**src/rtl/prog_loader.sv**
```systemverilog
// Boot-time program loader: turns a little-endian byte stream (word count, then words)
// into instruction-memory writes and holds the CPU in reset until the load completes.
module prog_loader #(
  parameter int DATA_WIDTH = 32,
  parameter int MEM_WORDS  = 1024,
  parameter int ADDR_WIDTH = 32
) (
  input  logic                  clk,
  input  logic                  rst,
  input  logic                  byte_valid,
  input  logic [7:0]            byte_data,
  output logic                  byte_ready,
  output logic                  imem_we,
  output logic [ADDR_WIDTH-1:0] imem_addr,
  output logic [DATA_WIDTH-1:0] imem_wdata,
  output logic                  cpu_rst,
  output logic                  done,
  output logic                  error,
  output logic [2:0]            dbg_state
);

  // Handshake: a byte moves only on a cycle where byte_valid and byte_ready are both 1;
  // byte_ready depends on state alone, never on byte_valid.
  typedef enum logic [2:0] {
    S_HDR   = 3'd0,
    S_LOAD  = 3'd1,
    S_WRITE = 3'd2,
    S_DONE  = 3'd3,
    S_ERR   = 3'd4
  } state_t;

  localparam logic [31:0] MEM_WORDS_W = 32'(MEM_WORDS);

  state_t      state, state_nx;
  logic [1:0]  byte_cnt;
  logic [31:0] word_q;
  logic [31:0] n_q;
  logic [31:0] word_idx;
  logic [31:0] full_word;
  logic        xfer;

  // The word as it will look once the byte on the bus lands in the top lane.
  assign full_word = {byte_data, word_q[23:0]};
  assign xfer      = byte_valid & byte_ready;

  always_ff @(posedge clk) begin
    if (rst) begin
      state    <= S_HDR;
      byte_cnt <= 2'd0;
      word_q   <= 32'd0;
      n_q      <= 32'd0;
      word_idx <= 32'd0;
    end else begin
      state <= state_nx;
      if (xfer) begin
        word_q[{byte_cnt, 3'b000} +: 8] <= byte_data;
        byte_cnt                         <= byte_cnt + 2'd1;
        if (state == S_HDR && byte_cnt == 2'd3) n_q <= full_word;
      end
      if (state == S_WRITE) word_idx <= word_idx + 32'd1;
    end
  end

  always_comb begin
    state_nx   = state;
    byte_ready = 1'b0;
    imem_we    = 1'b0;
    cpu_rst    = 1'b1;
    done       = 1'b0;
    error      = 1'b0;
    case (state)
      S_HDR: begin
        byte_ready = 1'b1;
        if (byte_valid && byte_cnt == 2'd3) begin
          if (full_word == 32'd0)           state_nx = S_DONE;
          else if (full_word > MEM_WORDS_W) state_nx = S_ERR;
          else                              state_nx = S_LOAD;
        end
      end
      S_LOAD: begin
        byte_ready = 1'b1;
        if (byte_valid && byte_cnt == 2'd3) state_nx = S_WRITE;
      end
      S_WRITE: begin
        imem_we  = 1'b1;
        state_nx = (word_idx + 32'd1 == n_q) ? S_DONE : S_LOAD;
      end
      S_DONE: begin
        cpu_rst = 1'b0;
        done    = 1'b1;
      end
      S_ERR: begin
        error = 1'b1;
      end
      default: state_nx = S_HDR;
    endcase
  end

  // Address and data track the registers in every state so they are never X.
  assign imem_addr  = ADDR_WIDTH'({word_idx, 2'b00});
  assign imem_wdata = DATA_WIDTH'(word_q);
  assign dbg_state  = state;

endmodule

```
**config.mk**
```make
export PLATFORM = sky130hd
export DESIGN_NAME = prog_loader
export DESIGN_NICKNAME = d
export VERILOG_FILES = /design/src/rtl/prog_loader.sv
export SDC_FILE = /design/constraint.sdc
export NUM_CORES = 1
export LEC_CHECK = 0
export CORE_ASPECT_RATIO = 0.9
export CORE_MARGIN = 5
export CORE_UTILIZATION = 54
export DETAILED_ROUTE_END_ITERATION = 10
export PLACE_DENSITY = 0.77
export SLEW_MARGIN = 20
export SYNTH_ARGS = -nofsm -noshare
export SYNTH_HDL_FRONTEND = slang
export SYNTH_SLANG_ARGS = --single-unit
export TNS_END_PERCENT = 50
```
**constraint.sdc**
```tcl
create_clock -name clk -period 3 [get_ports clk]
set_clock_uncertainty 0.1 [all_clocks]
set_input_delay 0.3 -clock clk [delete_from_list [all_inputs] [get_ports clk]]
set_output_delay 0.3 -clock clk [all_outputs]
set_load 0.02 [all_outputs]
```
==> results of run 1 <==
==> tightest hold or removal path, delay by kind of cell <==
family          cells  cell delay [ns]
compound gates      1             0.05
buf+inv             1             0.10
simple gates        2             0.25
==> final timing paths <==
path / cells after the start / startpoint / to / slack (ns)
worst max-delay path: 4 / dbg_state[1] / imem_we / 0.25
worst min-delay path: 4 / rst / dbg_state[1] / 0.26
worst min register to register: 2 / n_q[31] / n_q[31] / 0.37
worst max register to register: 7 / word_idx[9] / dbg_state[1] / 0.26
==> cell usage in the layout (no fill, tap or decap), drive strengths merged, types with 3 or more instances in the layout <==
cell and count:
o21a 3, or2 3, clkbuf 10, clkdlybuf4s50 79, nor2 62, nand3 48
nor4b 3, nand2 122, xor2 25, nor4 17, a211oi 4, a22oi 9
buf 21, dfxtp 101, a21oi 71, nor3b 5, and4 4, xnor2 46
nand4 11, inv 10, and3 9, or4 3, ha 6, nand3b 3
or3 9, clkinv 3, nor3 14, o21ai 8
==> final cells by class <==
cell class              instances  share of cell area, %
multi-input cells             511                   46.6
flip-flops and latches        101                   32.4
repair buffers                100                   15.2
well taps                     126                   2.53
clock buffers                  10                   2.04
clock inverters                 6                  0.902
inverters                       7                  0.421
==> stage by stage <==
stage / instance area, um^2 / util, % / cells
2_1_floorplan: 5340 / - / 687
3_3_place_gp: 6050 / 62.7 / 845
3_5_place_dp: 6050 / 62.7 / 845
4_1_cts: 6240 / 64.6 / 861
5_1_grt: 6240 / 64.6 / 861
6_report: 6240 / 64.6 / 861
==> per-layer routing <==
metal  up-vias  share of wire, %  wire (um)  track usage (%)
met5         -                 0          0                0
met4         0               1.1        161             6.71
met3        18               7.8       1150             6.28
met2       178                46       6650             37.3
met1      2354                46       6660             34.1
li1       2406                 -          -                -
==> logic make-up after synthesis <==
family	share of synthesized area [%]
flops	37.9
buf+inv	7.86
compound gates	11.8
mux	0.375
fa+ha+maj	1.41
xor+xnor	11.7
other cells	0.0703
simple gates	28.9
==> sequential cells by signal, indices dropped and copies added, names as in the netlist <==
name	flops
dbg_state	3
n_q	32
byte_cnt	2
word_idx	32
imem_wdata	32
==> power by group through the flow <==
stage / Sequential [uW] / Clock (uW) / Combinational, uW
after floorplan: 1400 / 0 / 95.6
after global placement: 1400 / 0 / 164
after detailed placement: 1400 / 0 / 168
after CTS: 1360 / 849 / 169
after global routing: 1370 / 907 / 185
final: 1360 / 832 / 170
==> repair_timing <==
item                                    in CTS  in global routing
endpoints found under the setup margin       0                  1
buffers inserted                             0                  0
endpoints found under the hold margin        0                  0
hold buffers                                 0                  0
resized for setup                            0                  1
==> qor.csv, run 1 <==
stage;metric;value;unit
route;Detailed Route WL;14.6;mm
timing;Min Hold Slack;0.265;ns
logic_synthesis;synth top area cells;dfxtp_1 (38%), nand2_1 (8.6%), xnor2_1 (7.6%), a21oi_1 (6.7%), buf_4 (4.6%);
power_and_ir_drop;Power Total;2370;uW
cts;TritonCTS buffer count;9;
power_and_ir_drop;switching pwr;640;uW
logic_synthesis;register area share after synthesis;37.9;%
global_route;GRT Total Usage;24.4;%
floorplanning;die area;12000;um^2
route;post-route ant nets;0;
logic_synthesis;Async S/R FF share, synth;0;%
floorplanning;die height;104;um
timing;RSZ-0062 raised after global routing;false;
worst_hold_path;Hold Path Class;input pin to register;
power_and_ir_drop;VDD IR max;222;uV
power_and_ir_drop;Power Dens Cells;379;nW/um^2
place;dpl ws;0.302;ns
logic_synthesis;most common cell in the netlist;nand2_1;
worst_setup_path;critical path data required time;2.60;ns
timing;fin crit share;91.6;%
power_and_ir_drop;Pint;1730;uW
logic_synthesis;Yosys Warn Count;0;
place;HPWL after DPL;10.8;mm
final_layout;Layout Nets;747;
worst_setup_path;CP startpoint kind;register;
timing;setup ws final;0.251;ns
logic_synthesis;Most used DFF post-synth;dfxtp_1;
final_layout;Multi-input gate area;2910;um^2
logic_synthesis;number of flops mapped to enable cells by yosys;0;
timing;Least-Margin Pin Slew;0.998;ns
worst_setup_path;Max stage delay on crit path;0.63;ns
global_route;grt total ovfl;0;
worst_setup_path;slowest CP cell;clkdlybuf4s50_1;
route;Detailed Route Iter0 Violations;273;
power_and_ir_drop;Seq pwr share;57.7;%
cts;CTS sink count;101;
global_route;largest net degree at the start of global routing;101;
run_status;status;finished clean;
cts;Clock Latency Late Sink;0.39;ns
timing;Slew Limit Fails;0;
cts;CTS Root Cell;clkbuf_8;
cts;CTS tree;yes;
cts;htree depth;3;
place;# port buffers;80;
timing;total negative slack;0;ns
logic_synthesis;synth cell count leaders;nand2_1 (122), dfxtp_1 (101), a21oi_1 (71);
floorplanning;Core Rows;34;
worst_setup_path;crit-path cells;or3b_2 > inv_1 > buf_4 > clkdlybuf4s50_1;
logic_synthesis;Synth area leader;dfxtp_1;
global_route;initial antenna violation count;0;
worst_setup_path;WS Path Type;register to output port;
power_and_ir_drop;Logic pwr share;7.2;%
logic_synthesis;synthesized instance count;686;
logic_synthesis;synthesized area;5330;um^2
final_layout;FILL cells;890;
floorplanning;boundary pin count;83;
timing;min cycle time layout;2.75;ns
logic_synthesis;Yosys reg bits;101;
route;# DRC;0;
route;number of vias per cell;5.76;
final_layout;Synth-to-Final Area Change;17.0;%
cts;clock buffer depth;2;
timing;Setup violations, final;0;
logic_synthesis;Synth top area share;37.9;%
logic_synthesis;Unique masters post-synth;54;
place;Final GP Congestion;0.935;
route;via count;4956;
worst_setup_path;CP delay by family, top;buffers and inverters;
floorplanning;Core ar.;9660;um^2
power_and_ir_drop;sw frac;27.0;%
job;max cap viols;0;
route;TritonRoute pass-1 iters;4;
global_route;first-pass GRT wire length;23.7;mm
timing;final hold vios;0;
worst_setup_path;CP Buf/Inv Count;3;
final_layout;layout cell share with drive strength beyond 1;6.80;%
final_layout;ANT cells;0;
floorplanning;die width;115;um
timing;Slew Limit Headroom;33.5;%
worst_setup_path;Crit. End Element;output port;
power_and_ir_drop;static leakage;0.00204;uW
final_layout;Sequential cell area;2020;um^2
worst_setup_path;Crit Path Max Fanout;11;
cts;Clk pin slew, worst setup/hold paths;0.10;ns
worst_setup_path;Worst Path Arrival;2.35;ns
timing;fmax;364;MHz
route;average wire per standard cell;17.0;um
floorplanning;Initial Utilization;55.2;%
power_and_ir_drop;Clock Power Share;35.2;%
logic_synthesis;syn avg cell area;7.77;um^2
global_route;vias in the first global route;4680;
No activity file was read; power rests on OpenSTA's default activity.
==> run 2: changes to the inputs <==
--- a/config.mk
+++ b/config.mk
@@ -10,6 +10,7 @@
 export CORE_UTILIZATION = 54
 export DETAILED_ROUTE_END_ITERATION = 10
 export PLACE_DENSITY = 0.77
+export SKIP_CTS_REPAIR_TIMING = 1
 export SLEW_MARGIN = 20
 export SYNTH_ARGS = -nofsm -noshare
 export SYNTH_HDL_FRONTEND = slang
==> results of run 2 <==
Final layout, timing and power as in run 1 (identical DEF).
==> run 3: changes to the inputs <==
--- a/config.mk
+++ b/config.mk
@@ -8,6 +8,7 @@
 export CORE_ASPECT_RATIO = 0.9
 export CORE_MARGIN = 5
 export CORE_UTILIZATION = 54
+export CTS_CLUSTER_DIAMETER = 30
 export DETAILED_ROUTE_END_ITERATION = 10
 export PLACE_DENSITY = 0.77
 export SKIP_CTS_REPAIR_TIMING = 1
==> results of run 3 <==
Final layout, timing and power as in run 1 (identical DEF).
